[src/rtl/instruction_fetch_buffer_pkg.sv]
// rtl/instruction_fetch_buffer_pkg.sv - shared fetch-stage constants and FSM encoding
package instruction_fetch_buffer_pkg;

  localparam int DEF_AW = 14;
  localparam int DEF_IW = 17;

  typedef enum logic [1:0] {
    ST_IDLE  = 2'd0,
    ST_FETCH = 2'd1,
    ST_DRAIN = 2'd2
  } fetch_state_t;

endpackage

[src/rtl/instruction_fetch_buffer_fetch_queue.sv]
// rtl/instruction_fetch_buffer_fetch_queue.sv - prefetch FIFO; flush drops all entries
module fetch_queue #(
  parameter int DEPTH = 4,
  parameter int W     = 31
) (
  input  logic                     clk,
  input  logic                     rst,
  input  logic                     push,
  input  logic [W-1:0]             push_data,
  input  logic                     pop,
  input  logic                     flush,
  output logic [W-1:0]             head_data,
  output logic                     full,
  output logic                     empty,
  output logic [$clog2(DEPTH):0]   count
);

  localparam int PW = $clog2(DEPTH);
  localparam logic [PW:0] FULL_COUNT = (PW + 1)'(DEPTH);

  logic [W-1:0]  mem [DEPTH];
  logic [PW-1:0] wr_ptr;
  logic [PW-1:0] rd_ptr;
  logic          do_push;
  logic          do_pop;

  assign full    = (count == FULL_COUNT);
  assign empty   = (count == '0);
  assign do_pop  = pop && !empty;
  assign do_push = push && (!full || do_pop);

  // Head reads as zero when empty so the consumer never sees stale words.
  assign head_data = empty ? '0 : mem[rd_ptr];

  always_ff @(posedge clk) begin
    if (rst || flush) begin
      wr_ptr <= '0;
      rd_ptr <= '0;
      count  <= '0;
    end else begin
      if (do_push) wr_ptr <= wr_ptr + 1'b1;
      if (do_pop)  rd_ptr <= rd_ptr + 1'b1;
      unique case ({do_push, do_pop})
        2'b10:   count <= count + 1'b1;
        2'b01:   count <= count - 1'b1;
        default: count <= count;
      endcase
    end
  end

  always_ff @(posedge clk) begin
    if (!rst && !flush && do_push) mem[wr_ptr] <= push_data;
  end

endmodule

[src/rtl/instruction_fetch_buffer.sv]
// rtl/instruction_fetch_buffer.sv - single-outstanding prefetcher feeding a small instruction queue
module instruction_fetch_buffer
  import instruction_fetch_buffer_pkg::*;
#(
  parameter int DEPTH = 4,
  parameter int AW    = DEF_AW,
  parameter int IW    = DEF_IW
) (
  input  logic          clk,
  input  logic          rst,
  input  logic          redirect,
  input  logic [AW-1:0] redirect_pc,
  output logic          mem_req,
  output logic [AW-1:0] mem_addr,
  input  logic          mem_ack,
  input  logic [IW-1:0] mem_rdata,
  output logic          instr_valid,
  input  logic          instr_ready,
  output logic [IW-1:0] instr,
  output logic [AW-1:0] instr_pc
);

  localparam int CW = $clog2(DEPTH) + 1;
  localparam logic [CW-1:0] FULL_COUNT = CW'(DEPTH);

  fetch_state_t     state;
  logic [AW-1:0]    fetch_addr;
  logic [IW+AW-1:0] head;
  logic [CW-1:0]    q_count;
  logic             q_full;
  logic             q_empty;
  logic             pop;
  logic             push;
  logic             free_slot;

  assign instr_valid = !q_empty;
  assign pop         = instr_valid && instr_ready;
  // A pop in the same cycle frees a slot, so a full queue can still request.
  assign free_slot   = (q_count < FULL_COUNT) || pop;
  assign push        = (state == ST_FETCH) && mem_ack && !redirect && (!q_full || pop);
  assign instr       = head[IW+AW-1:AW];
  assign instr_pc    = head[AW-1:0];

  fetch_queue #(
    .DEPTH (DEPTH),
    .W     (IW + AW)
  ) u_queue (
    .clk       (clk),
    .rst       (rst),
    .push      (push),
    .push_data ({mem_rdata, mem_addr}),
    .pop       (pop),
    .flush     (redirect),
    .head_data (head),
    .full      (q_full),
    .empty     (q_empty),
    .count     (q_count)
  );

  always_ff @(posedge clk) begin
    if (rst) begin
      state      <= ST_IDLE;
      fetch_addr <= '0;
      mem_req    <= 1'b0;
      mem_addr   <= '0;
    end else begin
      unique case (state)
        ST_IDLE: begin
          if (redirect) begin
            fetch_addr <= redirect_pc;
          end else if (free_slot) begin
            state    <= ST_FETCH;
            mem_req  <= 1'b1;
            mem_addr <= fetch_addr;
          end
        end
        ST_FETCH: begin
          if (mem_ack) begin
            state      <= ST_IDLE;
            mem_req    <= 1'b0;
            fetch_addr <= redirect ? redirect_pc : fetch_addr + AW'(1);
          end else if (redirect) begin
            // Memory still owes us a word; hold the request and throw it away later.
            state      <= ST_DRAIN;
            fetch_addr <= redirect_pc;
          end
        end
        ST_DRAIN: begin
          if (redirect) fetch_addr <= redirect_pc;
          if (mem_ack) begin
            state   <= ST_IDLE;
            mem_req <= 1'b0;
          end
        end
        default: begin
          state   <= ST_IDLE;
          mem_req <= 1'b0;
        end
      endcase
    end
  end

endmodule

[config.mk]
export PLATFORM = sky130hd
export DESIGN_NAME = instruction_fetch_buffer
export DESIGN_NICKNAME = d
export VERILOG_FILES = /design/src/rtl/instruction_fetch_buffer_pkg.sv /design/src/rtl/instruction_fetch_buffer_fetch_queue.sv /design/src/rtl/instruction_fetch_buffer.sv
export SDC_FILE = /design/constraint.sdc
export NUM_CORES = 1
export LEC_CHECK = 0
export CAP_MARGIN = 20
export CORE_MARGIN = 2
export CORE_UTILIZATION = 60
export DETAILED_ROUTE_END_ITERATION = 16
export PLACE_DENSITY = 0.85
export RECOVER_POWER = 25
export SETUP_SLACK_MARGIN = 0.2
export SYNTH_ARGS = -nofsm -noshare
export SYNTH_HDL_FRONTEND = slang
export SYNTH_SLANG_ARGS = --single-unit
[constraint.sdc]
create_clock -name clk -period 4.97 [get_ports clk]
set_input_delay 0.994 -clock clk [delete_from_list [all_inputs] [get_ports clk]]
set_output_delay 0.994 -clock clk [all_outputs]
set_load 0.01 [all_outputs]
Word level (Yosys, flattened, before mapping)
Memory sizes are Yosys's and may differ from the RTL's. A register that Yosys moved wholly into a read port is not among the register bits.
Cells that the tools add are included.
{ "word_totals": {"register_bits": 38, "word_cells": 70, "latchBits": 0, "inputBits": 36, "rom_bits": 0, "out_inout_bits": 47, "ram_bits": 124, "n_memories": 1} }
{ "mem_list": {"columns": ["name", "depth", "word_bits", "rd", "rd_clocked_by_memory_dff", "write_ports", "line_no", "rtl"], "rows": [
  ["u_queue.mem", 4, 31, 1, 1, 1, "instruction_fetch_buffer_fetch_queue.sv:21", "logic [W-1:0] mem [DEPTH];"]
]} }
{ "classes": {"n_reduce_logical": 25, "bitwise": 1, "eq_ne": 10, "mul": 0, "mux": 20, "n_div": 0, "shifts": 0, "addsub": 5, "order_cmp": 1} }
{ "op_table": {"columns": ["operator", "count"], "rows": [
  ["2-to-1 mux 14 bit", 3],
  ["2-to-1 mux 31 bit", 1],
  ["case mux 14 bit (2 select lines)", 1],
  ["adder 14 x 1 -> 14 bit (second input constant)", 1],
  ["2-to-1 mux 2 bit", 7],
  ["logical AND 1 bit", 8],
  ["!= test 2 bit (second input constant)", 3],
  ["case mux 2 bit (3 select lines)", 1],
  ["case mux 3 bit (2 select lines)", 1],
  ["AND reduction 3 bit", 2],
  ["2-to-1 mux 1 bit", 5],
  ["adder 2 x 1 -> 2 bit (second input constant)", 2],
  ["== test 2 x 1 -> 1 bit (second input constant)", 2],
  ["== test 2 bit (second input constant)", 2],
  ["logical NOT 1 bit", 4],
  ["logical OR 1 bit", 4],
  ["AND reduction 4 bit", 1],
  ["nonzero test 2 bit", 2],
  ["OR reduction 2 bit", 2],
  ["adder 3 x 1 -> 3 bit (second input constant)", 1],
  ["== test 3 bit (second input constant)", 1],
  ["logical NOT 3 bit", 1],
  ["< comparator 3 bit (second input constant)", 1],
  ["!= test 3 bit (second input constant)", 1],
  ["other kinds (5)", 5]
]} }

Logic depth before layout (Yosys ltp)
Gate-level depths: netlist (run 1).
{ "depth": {"word_depth": 9, "mapped_depth": 10, "ltp_nobuf": 10} }

Cells and area by module
From an unflattened synthesis (run 1), not the netlist that was laid out.
{ "hier_totals": {"cells_unflattened": 454, "hier_area_um2": 6894.1} }
{ "by_module_without_submodules": {"columns": ["mod", "cells_each", "seq_area_each_um2", "area_per_inst_um2", "instances"], "rows": [
  ["fetch_queue", 250, 3903.7, 5166.2, 1],
  ["instruction_fetch_buffer", 204, 620.6, 1727.9, 1]
]} }

Worst setup path after synthesis (run 1)
No wires, ideal clock.
{ "synth_timing": {"path_kind": "input to register", "start": "input port instr_ready", "end": "register u_queue.count[2]", "n_path_buf": 0, "setup_slack_ns": 2.146, "setup_time_ns": 0.070, "path_stages": 8, "arrival_ns": 2.754, "cell_sequence": "nand2b_1 o311ai_2 ha_1 inv_1 fa_1 xor2_1 or3_1 a21oi_1"} }
{ "synth_via": {"elab_chain_cells": 6} }
{ "synth_rtl": {"columns": ["item", "line_no", "rtl"], "rows": [
  ["from (decl)", "instruction_fetch_buffer.sv:18", "input logic instr_ready,"],
  ["logical AND 1 bit *", "instruction_fetch_buffer.sv:37", "assign pop = instr_valid && instr_ready;"],
  ["logical OR 1 bit / logical AND 1 bit (equally long branches)", "instruction_fetch_buffer.sv:40, instruction_fetch_buffer_fetch_queue.sv:29", null],
  ["logical AND 1 bit / logical OR 1 bit (equally long branches)", "instruction_fetch_buffer.sv:40, instruction_fetch_buffer_fetch_queue.sv:30", null],
  ["logical AND 1 bit", "instruction_fetch_buffer_fetch_queue.sv:30", "assign do_push = push && (!full || do_pop);"],
  ["== test 2 x 1 -> 1 bit / == test 2 bit (equally long branches)", "instruction_fetch_buffer_fetch_queue.sv:43", "unique case ({do_push, do_pop})"],
  ["case mux 3 bit (2 select lines) / nonzero test 2 bit (equally long branches)", null, null],
  ["to (signal assigned)", "instruction_fetch_buffer_fetch_queue.sv:44", "2'b10: count <= count + 1'b1;"],
  ["to (signal assigned)", "instruction_fetch_buffer_fetch_queue.sv:45", "2'b01: count <= count - 1'b1;"],
  ["to (signal assigned)", "instruction_fetch_buffer_fetch_queue.sv:46", "default: count <= count;"],
  ["to (decl)", "instruction_fetch_buffer_fetch_queue.sv:15", "output logic [$clog2(DEPTH):0] count"]
]} }
Every way passes the cells marked *; elsewhere a longest branch is shown, timed or not.
A chain may end at the register's enable or synchronous reset.

==> results of run 1 <==
-- power breakdown --
part	internal, mW	switching (mW)	leakage, nW
registers	1.49	0.0242	1.39
clock network	0.726	0.497	0.263
logic	0.0798	0.0709	1.09
total	2.30	0.592	2.74
-- critical path: cells and delay by family, from the launching register on --
family,cells,cell delay [ns]
simple gates,1,0.18
flops,1,0.76
buf+inv,2,0.89
mux,1,0.55
-- synth_stat cells, drive strengths merged (2+ instances only) --
| cell | n | share of area |
|---|---|---|
| ha | 10 | 0.019 |
| a31oi | 6 | 0.0056 |
| xnor2 | 2 | 0.0026 |
| o311ai | 2 | 0.0037 |
| mux4 | 31 | 0.10 |
| buf | 13 | 0.010 |
| o21ai | 6 | 0.0044 |
| nor2b | 3 | 0.0028 |
| a32oi | 3 | 0.0039 |
| a311oi | 2 | 0.0026 |
| o21ba | 2 | 0.0030 |
| dfxtp | 40 | 0.12 |
| a211oi | 3 | 0.0033 |
| and2 | 37 | 0.034 |
| clkbuf | 12 | 0.0067 |
| inv | 10 | 0.0056 |
| nand3 | 7 | 0.0052 |
| a22oi | 2 | 0.0022 |
| and4 | 3 | 0.0039 |
| nor2 | 35 | 0.019 |
| o21bai | 2 | 0.0022 |
| mux2i | 16 | 0.024 |
| nand2b | 6 | 0.0056 |
| xor2 | 3 | 0.0039 |
| a21oi | 15 | 0.011 |
| o211ai | 2 | 0.0022 |
| and3 | 3 | 0.0028 |
| or2 | 4 | 0.0037 |
| or3 | 2 | 0.0019 |
| nor3b | 4 | 0.0052 |
| or4 | 2 | 0.0022 |
| nand4 | 4 | 0.0046 |
| edfxtp | 124 | 0.55 |
| nor3 | 3 | 0.0022 |
| nand2 | 8 | 0.0048 |
-- logic make-up (layout without fill, tap and decap cells) --
group | after synthesis | after routing | share of synthesized area
AOI/OAI and AO/OA | 49 | 49 | 0.0500
xor gates and xnor gates | 5 | 5 | 0.00648
adders and majority gates | 11 | 11 | 0.0215
buffers and inverters | 35 | 132 | 0.0224
DFF | 164 | 164 | 0.670
muxes | 47 | 47 | 0.127
and+or+nand+nor | 124 | 124 | 0.103
-- path summary, 6_finish.rpt --
check                                     from          endpoint  slack (ns)  cells after the start
worst max-delay path                  register         instr[13]        1.17                      4
worst min-delay path            fetch_addr[13]    fetch_addr[13]        0.51                      2
worst max register to register        state[1]  u_queue.count[2]        2.57                     10
worst min register to register  fetch_addr[13]    fetch_addr[13]        0.51                      2
-- registers in the layout, indices dropped and copies added (netlist names), named ones only --
name and count:
u_queue.mem 124, fetch_addr 14, mem_addr 14, u_queue.count 3, state 2, u_queue.rd_ptr 2, u_queue.wr_ptr 2, mem_req 1
-- routing by layer --
layer | share of wire | global-route usage
met4 | 0.018 | 0.0938
met1 | 0.40 | 0.299
met5 | 0 | 0
met2 | 0.51 | 0.409
met3 | 0.065 | 0.0635
-- final cells by class --
| cell class | instances | area share |
|---|---|---|
| multi-input cells | 236 | 0.251 |
| clock inverters | 12 | 0.0139 |
| repair buffers | 91 | 0.110 |
| clock buffers | 19 | 0.0523 |
| inverters | 10 | 0.00454 |
| well taps | 140 | 0.0212 |
| flip-flops and latches | 164 | 0.547 |
-- per-stage QoR --
step	total power, mW	area, um2	utilization
after floorplan	1.62	6760	-
after global placement	1.68	7700	0.704
after detailed placement	1.69	7700	0.704
after CTS	2.90	8250	0.754
after global routing	2.97	8270	0.757
final	2.89	8270	0.757
==> run_results.csv, run 1 <==
group,metric,value,unit
placed_design,numPortBuffers,82,
power,power.leakage,2.74,nW
flow_run,drv_cap,0,
clock_tree,clock-sinks,164,
min_path,hold_path.class,"reg -> reg",
layout,fillCellCount,650,
setup_path,required,3.98,ns
die,die_area,12100,um2
drt,drt-total-wl,13.6,mm
clock_tree,insertion_delay,0.42,ns
logic_synthesis,synth_edf_count,124,
layout,syn_to_final_growth,22.5,%
grt,grt_usage,0.241,
setup_path,worst-setup-path-type,"reg -> out",
layout,multi_input_area,2080,um2
drt,routed_via_density,6.05,
logic_synthesis,async_flop_share,0,
clock_tree,post_cts_resized,0,
grt,overflow,0,
sta,skew,0.00943,ns
sta,fmax,0.263,GHz
clock_tree,cts_buffers,17,
logic_synthesis,avgSynthCellArea,15.5,um2
power,power.density,349,nW/um2
sta,fin_setup_tns,0,ns
die,die_x,110,um
sta,min_period,3.80,ns
logic_synthesis,synthFlopType,"edfxtp_1",
die,floorplan.initialDensity,0.618,
grt,grt_pass1_wl,21.2,mm
layout,finalNonFillerCells,672,
clock_tree,root_buffer,"clkbuf_16",
die,rows,38,
clock_tree,clock_path_buffers,2,
clock_tree,h-tree-depth,4,
sta,tightest_slew,0.945,ns
die,io_pins,83,
placed_design,place_inst,640,
sta,fin_crit_sh,0.764,
clock_tree,cts.clk_slew.worst_paths,0.06,ns
layout,final_common_cell,"edfxtp_1",
die,design.core.area,10900,um2
grt,grt_max_degree,35,
clock_tree,post_cts_buffers,0,
setup_path,cp.arrival,2.80,ns
sta,maxSlewHeadroom,0.368,
grt,antenna_found_initial,0,
layout,n_antenna_cell,0,
grt,grt_pass1_vias,4080,
run_status,status,"finished clean",
drt,drc,0,
drt,ant_nets,0,
setup_path,crit_fanout,18,
sta,rsz0062_at_grt,"false",
drt,post_drt_wl_per_cell,20.3,um
logic_synthesis,yosysSeqAreaShare,0.670,
drt,dr.pass1.iters,4,
sta,fin_hold_ws,0.515,ns
sta,layout_setup_ws,1.17,ns
setup_path,slowest_delay,0.76,ns
sta,slew_viol_final,0,
layout,final_cell_mix,"124 x edfxtp_1, 75 x clkdlybuf4s50_1, 39 x dfxtp_1, 37 x and2_1, 35 x nor2_1",
placed_design,gp_congestion,0.868,
logic_synthesis,synthCells,435,
layout,nets,567,
drt,via_count,4065,
logic_synthesis,syn_nets,482,
layout,drive_gt1_frac,0.145,
power,ir_worst_vdd,219,uV
logic_synthesis,yosys_warnings,0,
logic_synthesis,mappedNetlistArea,6760,um2
layout,seqCellArea,4530,um2
drt,drt_iter0_markers,240,
setup_path,start_kind,"register",
setup_path,crit_slowest_cell,"dfxtp_2",
sta,setup_violations,0,
placed_design,place_ws,1.51,ns
clock_tree,cts_tree,"done",
logic_synthesis,synth.distinct_cells,54,
sta,finalHoldViolCount,0,
setup_path,path_cells,"buf_4 -> mux4_2 -> and2_1 -> clkdlybuf4s50_1",
clock_tree,hold_buffers,0,
logic_synthesis,ys_ff_latch,164,
placed_design,dpl.hpwl,7.96,mm
setup_path,crit_path_end_kind,"output pin",
die,die_h,110,um
No activity file was read; power rests on OpenSTA's default activity.
==> inputs of run 2 (changes only) <==
--- a/config.mk
+++ b/config.mk
@@ -7,9 +7,9 @@
 export LEC_CHECK = 0
 export CAP_MARGIN = 20
 export CORE_MARGIN = 2
-export CORE_UTILIZATION = 60
+export CORE_UTILIZATION = 55
 export DETAILED_ROUTE_END_ITERATION = 16
-export PLACE_DENSITY = 0.85
+export PLACE_DENSITY = 0.79
 export RECOVER_POWER = 25
 export SETUP_SLACK_MARGIN = 0.2
 export SYNTH_ARGS = -nofsm -noshare
==> constraint.sdc (replaced) <==
create_clock -name clk -period 3.6 [get_ports clk]
set_input_delay 0.72 -clock clk [delete_from_list [all_inputs] [get_ports clk]]
set_output_delay 0.72 -clock clk [all_outputs]
set_load 0.01 [all_outputs]
==> run_results.csv, run 2 (synthesized netlist as in run 1, its figures left out) <==
group,metric,value,unit
run_status,status,"finished clean",
clock_tree,clock_path_buffers,2,
min_path,hold_path.class,"reg -> reg",
layout,syn_to_final_growth,23.0,%
clock_tree,post_cts_buffers,0,
sta,fin_setup_tns,0,ns
clock_tree,cts.clk_slew.worst_paths,0.06,ns
min_path,min_to,"fetch_addr[13]",
placed_design,gp_congestion,0.763,
setup_path,r2r_end,"u_queue.count[2]",
die,rows,40,
clock_tree,clock-sinks,164,
layout,largest_register_ffs,124,
drt,drt_iter0_markers,249,
clock_tree,root_buffer,"clkbuf_16",
die,die_area,13200,um2
setup_path,worstRegToRegCells,10,
setup_path,required,2.88,ns
die,floorplan.initialDensity,0.562,
setup_path,reg2reg_from,"state[1]",
layout,final_cell_mix,"124 x edfxtp_1, 74 x clkdlybuf4s50_1, 39 x dfxtp_1, 37 x and2_1, 35 x nor2_1",
sta,min_period,3.22,ns
drt,dr.pass1.iters,4,
layout,n_antenna_cell,0,
grt,grt_max_degree,34,
power,totalPowerFinal,3.97,mW
clock_tree,insertion_delay,0.41,ns
setup_path,r2r_setup_slack,1.24,ns
power,power.density,478,nW/um2
die,io_pins,83,
sta,finalHoldViolCount,0,
sta,maxSlewHeadroom,0.632,
grt,grt_pass1_wl,20.3,mm
clock_tree,cts_buffers,17,
grt,overflow,0,
min_path,hp-start,"fetch_addr[13]",
drt,routed_via_density,5.77,
layout,reg_top3,"u_queue.mem: 124 flops, fetch_addr: 14 flops, mem_addr: 14 flops",
clock_tree,h-tree-depth,4,
drt,post_drt_wl_per_cell,18.8,um
setup_path,worst-setup-path-type,"reg -> out",
sta,fmax,0.310,GHz
drt,drt-total-wl,12.8,mm
die,die_h,115,um
sta,fin_crit_sh,0.896,
die,die_x,115,um
layout,drive_gt1_frac,0.142,
placed_design,dpl.hpwl,7.99,mm
grt,grt_usage,0.207,
placed_design,numPortBuffers,82,
power,power.leakage,2.74,nW
grt,antenna_found_initial,0,
sta,slew_viol_final,0,
flow_run,drv_cap,0,
drt,ant_nets,0,
sta,setup_violations,0,
layout,finalNonFillerCells,682,
sta,skew,0.00919,ns
clock_tree,post_cts_resized,0,
sta,fin_hold_ws,0.501,ns
drt,drc,0,
sta,tightest_slew,0.552,ns
layout,final_common_cell,"edfxtp_1",
drt,via_count,3932,
die,design.core.area,12000,um2
setup_path,start_kind,"register",
placed_design,place_inst,650,
layout,nets,569,
layout,max_flop_register,"u_queue.mem",
clock_tree,cts_tree,"done",
min_path,holdPathStages,2,
setup_path,crit_fanout,13,
setup_path,cp.arrival,2.50,ns
grt,grt_pass1_vias,3931,
sta,rsz0062_at_grt,"false",
clock_tree,hold_buffers,0,
setup_path,crit_path_end_kind,"output pin",
power,ir_worst_vdd,385,uV
[run 2: worst max-delay path, cell delays in order, from the launching register on]
cell and delay [ns]:
dfxtp_2 0.62, buf_4 0.30, mux4_2 0.52, and2_1 0.17, clkdlybuf4s50_1 0.47
[run 2: final cells by class]
cell class                 count  area, um2
sequential                   164       4530
tap                          147        184
multi-input combinational    236       2080
inverter                      10       37.5
timing repair buffer          93        928
clock inverter                11        111
clock buffer                  21        440
fill                         843       3700
[run 2: through the flow]
stage / utilization / area, um2 / setup WS [ns]
floorplan: - / 6760 / 1.05
global placement: 0.646 / 7750 / 0.525
detailed placement: 0.646 / 7750 / 0.384
CTS: 0.692 / 8310 / 0.286
global route: 0.692 / 8310 / 0.235
finish: 0.692 / 8310 / 0.376
[run 2: worst max path at each step]
stage	depth (start not counted)	end	start	slack, ns
after floorplan	8	u_queue.count[2]	instr_ready	1.05
after global placement	9	u_queue.count[2]	instr_ready	0.53
after detailed placement	9	u_queue.count[2]	instr_ready	0.38
after CTS	4	instr[7]	register	0.29
after global routing	4	instr[7]	register	0.24
final	4	instr[7]	register	0.38
[run 2: metal layers]
metal,part of all wire,global-route usage
met3,0.052,0.0506
met2,0.51,0.352
met5,0,0
met4,0.012,0.0731
met1,0.42,0.263
[run 2: where the power goes]
| group | internal [mW] | switching [mW] | leakage, nW |
|---|---|---|---|
| combinational | 0.110 | 0.0977 | 1.09 |
| clock | 1.01 | 0.665 | 0.257 |
| sequential | 2.06 | 0.0309 | 1.39 |
